===== src/rtl/display_scan_mux.sv =====
// display_scan_mux
//   Time-multiplexed scan driver for an N_DIGITS 7-segment display. Each
//   digit gets a slot of PRESCALE cycles. The first BLANK_CYCLES cycles of a
//   slot keep every digit dark (anti-ghosting), and the rest of the slot
//   enables that digit. New contents go into a shadow buffer. They are
//   committed to the active buffer only at a frame boundary, so one frame
//   never mixes old and new digits.
// Ports:
//   clk, rst            clock, async active-high reset
//   load                strobe that captures digits_in/blank_mask into the shadow
//   digits_in           4 bits per digit, digit 0 in bits [3:0]
//   blank_mask          bit k = 1 keeps digit k dark for the whole frame
//   MSB, B, C, LSB      current digit code, bit 3 .. bit 0
//   digit_en_n          active-low digit enables, at most one bit low
//   frame_done          one-cycle pulse in the last cycle of the last slot
//   pending             shadow data waiting for a frame commit

// Per-digit double buffer: a shadow copy plus an active copy.
// nxt_* is the active value after the current edge. It is used so that the
// first slot of a new frame already shows the committed data.
module display_digit_cell (
  input  logic       clk,
  input  logic       rst,
  input  logic       load,
  input  logic       boundary,
  input  logic       pending,
  input  logic [3:0] code_in,
  input  logic       mask_in,
  output logic [3:0] act_code,
  output logic       act_mask,
  output logic [3:0] nxt_code,
  output logic       nxt_mask
);
  logic [3:0] sh_code;
  logic       sh_mask;

  always_comb begin
    nxt_code = act_code;
    nxt_mask = act_mask;
    if (boundary) begin
      // A load that lands on the boundary bypasses the shadow buffer.
      if (load) begin
        nxt_code = code_in;
        nxt_mask = mask_in;
      end else if (pending) begin
        nxt_code = sh_code;
        nxt_mask = sh_mask;
      end
    end
  end

  always_ff @(posedge clk or posedge rst) begin
    if (rst) begin
      sh_code  <= 4'h0;
      sh_mask  <= 1'b1;
      act_code <= 4'h0;
      act_mask <= 1'b1;
    end else begin
      if (load) begin
        sh_code <= code_in;
        sh_mask <= mask_in;
      end
      act_code <= nxt_code;
      act_mask <= nxt_mask;
    end
  end
endmodule

module display_scan_mux #(
  parameter int N_DIGITS     = 4,
  parameter int PRESCALE     = 50000,
  parameter int BLANK_CYCLES = 16
) (
  input  logic                  clk,
  input  logic                  rst,
  input  logic                  load,
  input  logic [4*N_DIGITS-1:0] digits_in,
  input  logic [N_DIGITS-1:0]   blank_mask,
  output logic                  MSB,
  output logic                  B,
  output logic                  C,
  output logic                  LSB,
  output logic [N_DIGITS-1:0]   digit_en_n,
  output logic                  frame_done,
  output logic                  pending
);
  localparam int CW = (PRESCALE > 1) ? $clog2(PRESCALE) : 1;
  localparam int IW = $clog2(N_DIGITS);
  localparam logic [CW-1:0] LAST_CNT  = CW'(PRESCALE - 1);
  localparam logic [CW-1:0] BLANK_END = CW'(BLANK_CYCLES);
  localparam logic [IW-1:0] LAST_IDX  = IW'(N_DIGITS - 1);

  typedef enum logic {BLANK, SHOW} state_t;

  state_t                     state, state_nxt;
  logic [CW-1:0]              cnt, cnt_nxt;
  logic [IW-1:0]              idx, idx_nxt;
  logic                       slot_end, boundary, fd_nxt;
  logic [3:0]                 code_q;
  logic [N_DIGITS-1:0]        en_nxt;
  logic [N_DIGITS-1:0][3:0]   act_code, nxt_code;
  logic [N_DIGITS-1:0]        act_mask, nxt_mask;

  // Per-digit buffers.
  for (genvar k = 0; k < N_DIGITS; k++) begin : g_dig
    display_digit_cell u_cell (
      .clk      (clk),
      .rst      (rst),
      .load     (load),
      .boundary (boundary),
      .pending  (pending),
      .code_in  (digits_in[4*k +: 4]),
      .mask_in  (blank_mask[k]),
      .act_code (act_code[k]),
      .act_mask (act_mask[k]),
      .nxt_code (nxt_code[k]),
      .nxt_mask (nxt_mask[k])
    );
  end

  // Slot and index sequencing. The registered outputs are computed from the
  // next-cycle values, so each output lines up with the cnt/state it belongs to.
  always_comb begin
    slot_end  = (cnt == LAST_CNT);
    boundary  = slot_end && (idx == LAST_IDX);
    cnt_nxt   = slot_end ? '0 : cnt + CW'(1);
    idx_nxt   = idx;
    if (slot_end) idx_nxt = (idx == LAST_IDX) ? '0 : idx + IW'(1);

    state_nxt = state;
    case (state)
      BLANK: if (cnt_nxt == BLANK_END) state_nxt = SHOW;
      SHOW:  if (slot_end)             state_nxt = BLANK;
      default:                         state_nxt = BLANK;
    endcase

    en_nxt = '1;
    if (state_nxt == SHOW && !nxt_mask[idx_nxt]) en_nxt[idx_nxt] = 1'b0;
    fd_nxt = (cnt_nxt == LAST_CNT) && (idx_nxt == LAST_IDX);
  end

  always_ff @(posedge clk or posedge rst) begin
    if (rst) begin
      state      <= BLANK;
      cnt        <= '0;
      idx        <= '0;
      code_q     <= 4'h0;
      digit_en_n <= '1;
      frame_done <= 1'b0;
      pending    <= 1'b0;
    end else begin
      state      <= state_nxt;
      cnt        <= cnt_nxt;
      idx        <= idx_nxt;
      digit_en_n <= en_nxt;
      frame_done <= fd_nxt;
      // The code changes only on entry to BLANK, so it is stable for the
      // whole blank time before its enable goes low.
      if (slot_end) code_q <= nxt_code[idx_nxt];
      if (boundary)  pending <= 1'b0;
      else if (load) pending <= 1'b1;
    end
  end

  assign MSB = code_q[3];
  assign B   = code_q[2];
  assign C   = code_q[1];
  assign LSB = code_q[0];
endmodule

===== config.mk =====
export PLATFORM = sky130hd
export DESIGN_NAME = display_scan_mux
export DESIGN_NICKNAME = d
export VERILOG_FILES = /design/src/rtl/display_scan_mux.sv
export SDC_FILE = /design/constraint.sdc
export NUM_CORES = 1
export LEC_CHECK = 0
export BUFFER_PORTS_ARGS = -buffer_cell sky130_fd_sc_hd__buf_2
export CAP_MARGIN = 10
export CORE_MARGIN = 5
export CORE_UTILIZATION = 45
export DETAILED_ROUTE_END_ITERATION = 10
export PLACE_DENSITY = 0.66
export REMOVE_ABC_BUFFERS = 1
export SYNTH_ARGS = -nofsm -noshare
export SYNTH_HDL_FRONTEND = slang
export SYNTH_SLANG_ARGS = --single-unit

===== constraint.sdc =====
create_clock -name clk -period 2.59 [get_ports clk]
set_input_delay 0.259 -clock clk [delete_from_list [all_inputs] [get_ports clk]]
set_output_delay 0.259 -clock clk [all_outputs]
set_load 0.01 [all_outputs]

==> impl_metrics.json, run 1 <==
{
  "status": "complete, no violations",
  "syn_inst": 307,
  "ys_async_sr_fraction_pct": 100,
  "pin_count": 33,
  "start_util_pct": 46.2,
  "viasPerCell": 5.55,
  "r2r_end": "code_q[0]",
  "fmax_mhz": 400,
  "worst_setup_path_start_kind": "register",
  "path_clk_slew_ns": 0.08,
  "cts_made_buffers": 9,
  "skew_ns": 0.00952,
  "seq_area_um2": 1740,
  "crit_type": "reg -> reg",
  "netlist_top_cells_count": "dfrtp_1 (57), mux2_2 (29), nor2_1 (27), nand2_1 (25), nand3_1 (13)",
  "endpoint": "code_q[0]",
  "via_count": 2575,
  "final_cell_count_no_fill": 464,
  "pwr-share-clk_pct": 38.5,
  "syn2layout_area_growth_pct": 18.8,
  "fin_util_pct": 54.9,
  "synth-seq-cells": 69,
  "ant_nets": 0,
  "rsz0062_at_grt": "false",
  "totalWireLength_um": 7660,
  "clk_latency_ns": 0.34,
  "grt_max_degree": 50,
  "timing_hold_violations_final": 0,
  "max_slew_margin_pct": 65.2,
  "fillers": 655,
  "drive_above_1_share_pct": 37.3,
  "crit_path_max_fanout": 13,
  "antenna_found_initial": 0,
  "setup_viol": 0,
  "multiInputGateArea_um2": 1520,
  "synth_seq_area_share_pct": 51.9,
  "first_global_vias": 2532,
  "syn_avg_cell_area_um2": 10.9,
  "cts.htree.levels": 3,
  "synth_area_leaders": "dfrtp_1 (43%), mux2_2 (9.7%), dfstp_2 (9.4%), nor2_1 (3.0%), nand2_1 (2.8%)",
  "gp_congestion": 0.922,
  "synth_cell_type_count": 50,
  "cp-startpoint": "cnt[13]",
  "dp.cells": 445,
  "critPathArrivalTime_ns": 2.71,
  "grt_overflow_total": 0,
  "maxCapViolations": 0,
  "first_pass_iters": 4,
  "p_leak_uw": 0.00177,
  "regToRegStartpoint": "cnt[13]",
  "combPwrFrac_pct": 5.8,
  "die_h_um": 96.3,
  "drv_slew": 0,
  "tightest_slew_ns": 0.517,
  "internal-power_uw": 1540,
  "cts_num_sinks": 69,
  "die_width_um": 96.3,
  "fin_crit_ns": 2.50,
  "irDropWorstVdd_uv": 383,
  "cts_root_buf": "clkbuf_8",
  "critical_path_required_ns": 2.81,
  "powerDensity_nw_per_um2": 513,
  "nets": 386,
  "synth_edf_count": 0,
  "yosysMostFrequentCell": "dfrtp_1",
  "ys.flop_type": "dfrtp_1",
  "synth.top_cell.area_share_pct": 42.5,
  "grt_pass1_wl_um": 12400,
  "rows": 31,
  "grt.total_usage_pct": 17.9,
  "synth_top_area_cell": "dfrtp_1",
  "port_buffers": 32,
  "core-area_um2": 7250,
  "die_area_um2": 9280,
  "cts_tree": "done",
  "period_share_pct": 96.5,
  "p_seq_share_pct": 55.7,
  "cp-end-kind": "register",
  "drcViolationCount": 0,
  "sw_frac_of_total_pct": 24.8,
  "rrSetupSlack_ns": 0.09,
  "synth_area_um2": 3350,
  "reg2reg_depth": 6,
  "hold_path.class": "in -> reg",
  "wire_per_inst_um": 16.5,
  "switching_power_uw": 507,
  "clock_path_buffers": 2,
  "first_iter_violations": 115,
  "yosys_warnings": 0,
  "dp_hpwl_um": 5690,
  "n_antenna_cell": 0
}
-- power groups by stage --
stage / registers (µW) / logic [µW] / clock network (µW)
after floorplan: 1150 / 72.4 / 0
after global placement: 1160 / 115 / 0
after detailed placement: 1160 / 118 / 0
after CTS: 1140 / 121 / 810
after global routing: 1140 / 133 / 858
final: 1140 / 118 / 787
-- worst min path at each step --
stage                  start                          to  slack [ns]  cells after the start
2_1_floorplan           load  g_dig[2].u_cell.sh_code[3]        0.37                      1
3_3_place_gp             rst                      cnt[1]        0.32                      2
3_5_place_dp             rst                      cnt[1]        0.32                      2
4_1_cts         digits_in[7]  g_dig[1].u_cell.sh_code[3]        0.14                      2
5_1_grt         digits_in[7]  g_dig[1].u_cell.sh_code[3]        0.15                      2
6_report       digits_in[11]  g_dig[2].u_cell.sh_code[3]        0.15                      3
-- placed cells by master, fill, tap and decap left out, types with 7 or more instances in the layout --
cell type / n
dfrtp_1: 57
buf_2: 32
mux2_2: 28
nor2_1: 26
buf_4: 26
nand2_1: 25
nand3_1: 13
a21oi_1: 12
dfstp_2: 12
clkbuf_8: 9
nand4_1: 8
nor3_1: 8
xnor2_1: 8
inv_1: 7
o21ai_0: 7
and3_1: 7
mux2_4: 7
xor2_1: 7
-- metrics by stage --
stage	hold slack [ns]	setup WS, ns	setup TNS (ns)	area (µm²)	total power [µW]
after floorplan	0.366	-0.528	-3.53	3250	1230
after global placement	0.315	0.120	0	3740	1270
after detailed placement	0.322	-0.0775	-0.113	3740	1280
after CTS	0.145	0.0185	0	3940	2070
after global routing	0.151	0.0110	0	3980	2130
final	0.153	0.0914	0	3980	2040
-- final cells by class --
class                           count  share of cell area [%]
Sequential cell                    69                    43.7
Multi-Input combinational cell    211                    38.3
Timing Repair Buffer               60                    9.67
Clock buffer                       10                    3.20
Tap cell                           99                    3.11
Clock inverter                      6                    1.19
Inverter                            9                   0.848
-- cells by family (layout without fill, tap and decap cells) --
kind of cell    Yosys count  in the layout  share of synthesized area, %
xor+xnor                 15             15                          3.92
fa+ha+maj                 3              3                          1.12
simple gates            119            119                          18.6
mux                      36             36                          12.7
compound gates           38             38                          7.65
buf+inv                  27             85                          4.07
flops                    69             69                          51.9
-- layer usage --
layer	GRT usage, %	vias up	wire [µm]
met4	5.37	0	101
met1	24.1	1273	3560
li1	-	1210	-
met3	5.00	10	437
met5	0	-	0
met2	28.1	82	3560
-- registers in the layout, summed over array words and instances, names as in the netlist --
| register | cells |
|---|---|
| state | 1 |
| g_dig.u_cell.sh_mask | 4 |
| pending | 1 |
| cnt | 16 |
| g_dig.u_cell.sh_code | 16 |
| g_dig.u_cell.act_mask | 4 |
| idx | 2 |
| digit_en_n | 4 |
| code_q | 4 |
| frame_done | 1 |
| g_dig.u_cell.act_code | 16 |
-- worst max-delay path, cell delays in order, from the launching register on --
cell and delay (ns):
dfrtp_1 0.41, nand2b_1 0.17, or4_1 0.45, or4_4 0.70, mux2_2 0.35, a22oi_2 0.21, a31oi_1 0.10
-- repair_timing --
| item | in CTS | in global routing |
|---|---|---|
| resized for setup | 2 | 7 |
| endpoints found under the hold margin | 15 | 0 |
| hold buffers | 1 | 0 |
| setup buffers | 0 | 2 |
| pin swaps | 0 | 2 |
| endpoints found under the setup margin | 3 | 5 |
No activity file was read; power rests on OpenSTA's default activity.
==> inputs of run 2 (changes only) <==
--- a/config.mk
+++ b/config.mk
@@ -9,7 +9,9 @@
 export CAP_MARGIN = 10
 export CORE_MARGIN = 5
 export CORE_UTILIZATION = 45
+export CTS_CLUSTER_SIZE = 24
 export DETAILED_ROUTE_END_ITERATION = 10
+export MAX_ROUTING_LAYER = met4
 export PLACE_DENSITY = 0.66
 export REMOVE_ABC_BUFFERS = 1
 export SYNTH_ARGS = -nofsm -noshare
==> impl_metrics.json, run 2 (synthesis results as in run 1) <==
{
  "drv_slew": 0,
  "critical_path_required_ns": 2.82,
  "wire_per_inst_um": 16.3,
  "cp-startpoint": "cnt[14]",
  "grt_pass1_wl_um": 12700,
  "crit_type": "reg -> reg",
  "first_global_vias": 2590,
  "die_area_um2": 9280,
  "core-area_um2": 7250,
  "antenna_found_initial": 0,
  "cts.htree.levels": 3,
  "cts_root_buf": "clkbuf_8",
  "grt_overflow_total": 0,
  "start_util_pct": 46.2,
  "irDropWorstVdd_uv": 375,
  "viasPerCell": 5.50,
  "port_buffers": 32,
  "grt.total_usage_pct": 18.7,
  "totalWireLength_um": 7670,
  "min_from": "digits_in[11]",
  "rows": 31,
  "regToRegStartpoint": "cnt[14]",
  "stdcell_area_um2": 4070,
  "period_share_pct": 97.6,
  "setup_viol": 0,
  "cts_made_buffers": 9,
  "final_cell_mix": "dfrtp_1 (57), buf_4 (34), buf_2 (32)",
  "via_count": 2595,
  "fmax_mhz": 395,
  "crit_path_max_fanout": 6,
  "maxCapViolations": 0,
  "gp_congestion": 0.922,
  "hold-worst-slack_ns": 0.151,
  "nets": 394,
  "grt_max_degree": 70,
  "mostFrequentLayoutCell": "dfrtp_1",
  "path_clk_slew_ns": 0.08,
  "powerDensity_nw_per_um2": 530,
  "dp_slack_ns": 0.0249,
  "drcViolationCount": 0,
  "top_regs": "cnt x16, g_dig.u_cell.act_code x16, g_dig.u_cell.sh_code x16",
  "skew_ns": 0.0101,
  "cp-end-kind": "register",
  "fillers": 626,
  "critPathArrivalTime_ns": 2.75,
  "dp_hpwl_um": 5500,
  "cts_tree": "done",
  "post_dp_cell_area_um2": 3760,
  "die_h_um": 96.3,
  "pin_count": 33,
  "drive_above_1_share_pct": 38.6,
  "clock_path_buffers": 2,
  "fin_crit_ns": 2.53,
  "status": "complete, no violations",
  "ant_nets": 0,
  "clk_latency_ns": 0.35,
  "die_width_um": 96.3,
  "first_pass_iters": 4,
  "syn2layout_area_growth_pct": 21.2,
  "timing_hold_violations_final": 0,
  "n_antenna_cell": 0,
  "max_slew_margin_pct": 68.1,
  "tightest_slew_ns": 0.473,
  "hold_path.class": "in -> reg",
  "p_leak_uw": 0.00183,
  "cts_num_sinks": 69,
  "first_iter_violations": 184,
  "worst_setup_path_start_kind": "register",
  "fin_ws_ns": 0.0613
}
## run 2: report_power, final
part	internal (µW)	total (µW)	leakage (µW)	switching (µW)
Combinational	57.6	115	0.000884	57.4
Clock	477	900	0.000103	423
Sequential	1130	1140	0.000843	13.8
Total	1660	2150	0.00183	494
## run 2: critical path, cell delays in order (launching register included)
cell and delay [ns]:
dfrtp_1 0.40, or3b_4 0.43, or2_1 0.25, or4_4 0.55
buf_4 0.19, mux2_2 0.29, a22oi_1 0.18, a31oi_1 0.10
## run 2: path summary, 6_finish.rpt
kind,endpoint,slack (ns),depth (start not counted)
min in group asynchronous,cnt[1],0.51,4
max in group asynchronous,digit_en_n[3],1.72,4
worst min-delay path,g_dig[2].u_cell.sh_code[3],0.15,3
worst min register to register,g_dig[0].u_cell.act_code[3],0.50,2
worst max register to register,code_q[0],0.06,7
worst max-delay path,code_q[0],0.06,7
## run 2: what timing repair did
item | in CTS | in global routing
hold buffers | 1 | 0
gates resized for setup | 1 | 6
buffers inserted | 0 | 8
gates cloned | 0 | 0
endpoints found under the hold margin | 54 | 0
setup endpoints to repair | 2 | 4
pin swaps | 0 | 3
## run 2: cell type report
cell class	count	area, µm²	area share (%)
well taps	99	124	3.05
flip-flops and latches	69	1740	42.8
repair buffers	68	445	11.0
clock inverters	6	68.8	1.69
multi-input cells	211	1520	37.3
clock buffers	10	138	3.38
inverters	9	33.8	0.831
## run 2: stage by stage
stage / util (%) / instances / power [µW] / setup TNS (ns)
after global routing: 56.1 / 472 / 2250 / -0.0438
final: 56.1 / 472 / 2150 / 0
after global placement: 51.8 / 447 / 1270 / 0
after floorplan: - / 289 / 1230 / -3.53
after detailed placement: 51.8 / 447 / 1280 / 0
after CTS: 54.8 / 464 / 2180 / 0
## run 2: layer usage
metal,wire [µm],vias to the layer above,track usage (%),part of all wire (%)
met5,0,-,-,0
met4,119,0,5.37,1.6
met3,390,13,5.16,5.1
met2,3550,58,27.7,46
met1,3610,1296,25.3,47
li1,-,1228,-,-
==> inputs of run 3 (changes only) <==
--- a/config.mk
+++ b/config.mk
@@ -5,12 +5,13 @@
 export SDC_FILE = /design/constraint.sdc
 export NUM_CORES = 1
 export LEC_CHECK = 0
-export BUFFER_PORTS_ARGS = -buffer_cell sky130_fd_sc_hd__buf_2
+export BUFFER_PORTS_ARGS = -buffer_cell sky130_fd_sc_hd__clkbuf_2
 export CAP_MARGIN = 10
 export CORE_MARGIN = 5
 export CORE_UTILIZATION = 45
 export CTS_CLUSTER_SIZE = 24
 export DETAILED_ROUTE_END_ITERATION = 10
+export GPL_TIMING_DRIVEN = 0
 export MAX_ROUTING_LAYER = met4
 export PLACE_DENSITY = 0.66
 export REMOVE_ABC_BUFFERS = 1
==> impl_metrics.json, run 3 (synthesis results as in run 1) <==
{
  "viasPerCell": 5.64,
  "fin_setup_tns_ns": 0,
  "totalWireLength_um": 7340,
  "n_antenna_cell": 0,
  "grt.total_usage_pct": 17.8,
  "crit_type": "reg -> reg",
  "cts.htree.levels": 3,
  "p_leak_uw": 0.00174,
  "drv_slew": 0,
  "rows": 31,
  "drive_above_1_share_pct": 40.3,
  "sw_frac_of_total_pct": 25.2,
  "core-area_um2": 7250,
  "pwr-share-clk_pct": 39.1,
  "fin_crit_ns": 2.53,
  "critical_path_required_ns": 2.82,
  "mostFrequentLayoutCell": "dfrtp_1",
  "cp_slowest_stage_delay_ns": 0.59,
  "fillers": 655,
  "setup_viol": 0,
  "syn2layout_area_growth_pct": 18.7,
  "nets": 376,
  "fmax_mhz": 395,
  "antenna_found_initial": 0,
  "irDropWorstVdd_uv": 329,
  "die_width_um": 96.3,
  "first_iter_violations": 174,
  "switching_power_uw": 517,
  "hold_path.class": "in -> async",
  "port_buffers": 32,
  "cp-end-kind": "register",
  "seq_area_um2": 1750,
  "cts_root_buf": "clkbuf_8",
  "period_share_pct": 97.6,
  "skew_ns": 0.0153,
  "hold-worst-slack_ns": 0.0723,
  "dp_hpwl_um": 4720,
  "first_global_vias": 2480,
  "clk_latency_ns": 0.36,
  "path_common_cell": "or4_4",
  "die_h_um": 96.3,
  "maxCapViolations": 0,
  "internal-power_uw": 1530,
  "grt_max_degree": 70,
  "start_util_pct": 46.2,
  "cts_made_buffers": 9,
  "cpMaxStageDelayCell": "or4_4",
  "crit_path_max_fanout": 7,
  "timing_hold_violations_final": 0,
  "multiInputGateArea_um2": 1580,
  "ant_nets": 0,
  "worst_setup_path_start_kind": "register",
  "status": "complete, no violations",
  "p_seq_share_pct": 55.6,
  "grt_pass1_wl_um": 12200,
  "drcViolationCount": 0,
  "path_clk_slew_ns": 0.08,
  "die_area_um2": 9280,
  "tightest_slew_ns": 0.846,
  "cts_num_sinks": 69,
  "first_pass_iters": 5,
  "gp_congestion": 0.900,
  "critPathArrivalTime_ns": 2.76,
  "via_count": 2560,
  "cts_tree": "done",
  "combPwrFrac_pct": 5.3,
  "clock_path_buffers": 2,
  "crit_chain": "nand2b_1 -> or4_4 -> or4_4 -> buf_12 -> mux2_2 -> a22oi_1 -> a31oi_1",
  "grt_overflow_total": 0,
  "wire_per_inst_um": 16.2,
  "max_slew_margin_pct": 43.6,
  "top_regs": "cnt x16, g_dig.u_cell.act_code x16, g_dig.u_cell.sh_code x16",
  "pin_count": 33,
  "final_cell_mix": "dfrtp_1 (51), clkbuf_2 (32), mux2_2 (28)",
  "powerDensity_nw_per_um2": 515
}
-- run 3: changes by cell type in the layout (fill, tap and decap cells not counted), sizes merged --
cell,previous run,this run
clkinvlp,1,4
bufinv,1,0
clkbuf,10,42
dlygate4sd3,1,0
buf,67,18
clkinv,2,0
-- run 3: cell type report --
type | instances | share of cell area [%]
sequential | 69 | 43.9
inverter | 9 | 0.911
tap | 99 | 3.11
clock buffer | 10 | 3.21
timing repair buffer | 50 | 7.92
multi-input combinational | 211 | 39.7
clock inverter | 6 | 1.19
-- run 3: worst max-delay path: cells and delay by family (launching register included) --
family	cells	cell delay, ns
simple gates	3	1.26
flops	1	0.43
mux	1	0.28
compound gates	2	0.28
buf+inv	1	0.16
-- run 3: per-stage QoR --
step                      worst slack, ns  util [%]  instances  power, µW  cell area, µm²
after global placement              -1.51      48.7        420       1270            3540
after global routing             -0.00954      54.9        454       2130            3980
final                              0.0610      54.9        454       2050            3980
after floorplan                    -0.528         -        289       1230            3250
after CTS                         0.00122      53.6        446       2070            3890
after detailed placement           -0.587      49.0        421       1270            3550
-- run 3: power by group through the flow --
stage                     combinational [µW]  sequential, µW  clock, µW
after global placement                   109            1160          0
final                                    109            1140        801
after CTS                                113            1140        817
after detailed placement                 112            1160          0
after global routing                     124            1140        859
after floorplan                         72.4            1150          0
-- run 3: metal layers --
metal | global-route usage, % | wire, µm | vias up
met2 | 25.2 | 3510 | 83
met4 | 7.13 | 72 | 0
met5 | - | 0 | -
met3 | 5.16 | 499 | 9
met1 | 23.9 | 3260 | 1278
li1 | - | - | 1190
-- run 3: timing repair --
| action | CTS | global route |
|---|---|---|
| endpoints found under the setup margin | 13 | 10 |
| cloned | 0 | 0 |
| gates resized for setup | 23 | 7 |
| hold buffers | 0 | 0 |
| pin swaps | 3 | 5 |
| setup buffers | 9 | 8 |
-- run 3: path summary, 6_finish.rpt --
kind / start / end / slack [ns] / cells after the start
worst min register to register: g_dig[0].u_cell.act_mask / g_dig[0].u_cell.act_mask / 0.49 / 2
worst max register to register: cnt[13] / code_q[0] / 0.06 / 7
max in group asynchronous: rst / cnt[10] / 1.93 / 2
worst max-delay path: cnt[13] / code_q[0] / 0.06 / 7
min in group clk: digits_in[7] / g_dig[1].u_cell.sh_code[3] / 0.14 / 2
worst min-delay path: rst / cnt[7] / 0.07 / 2
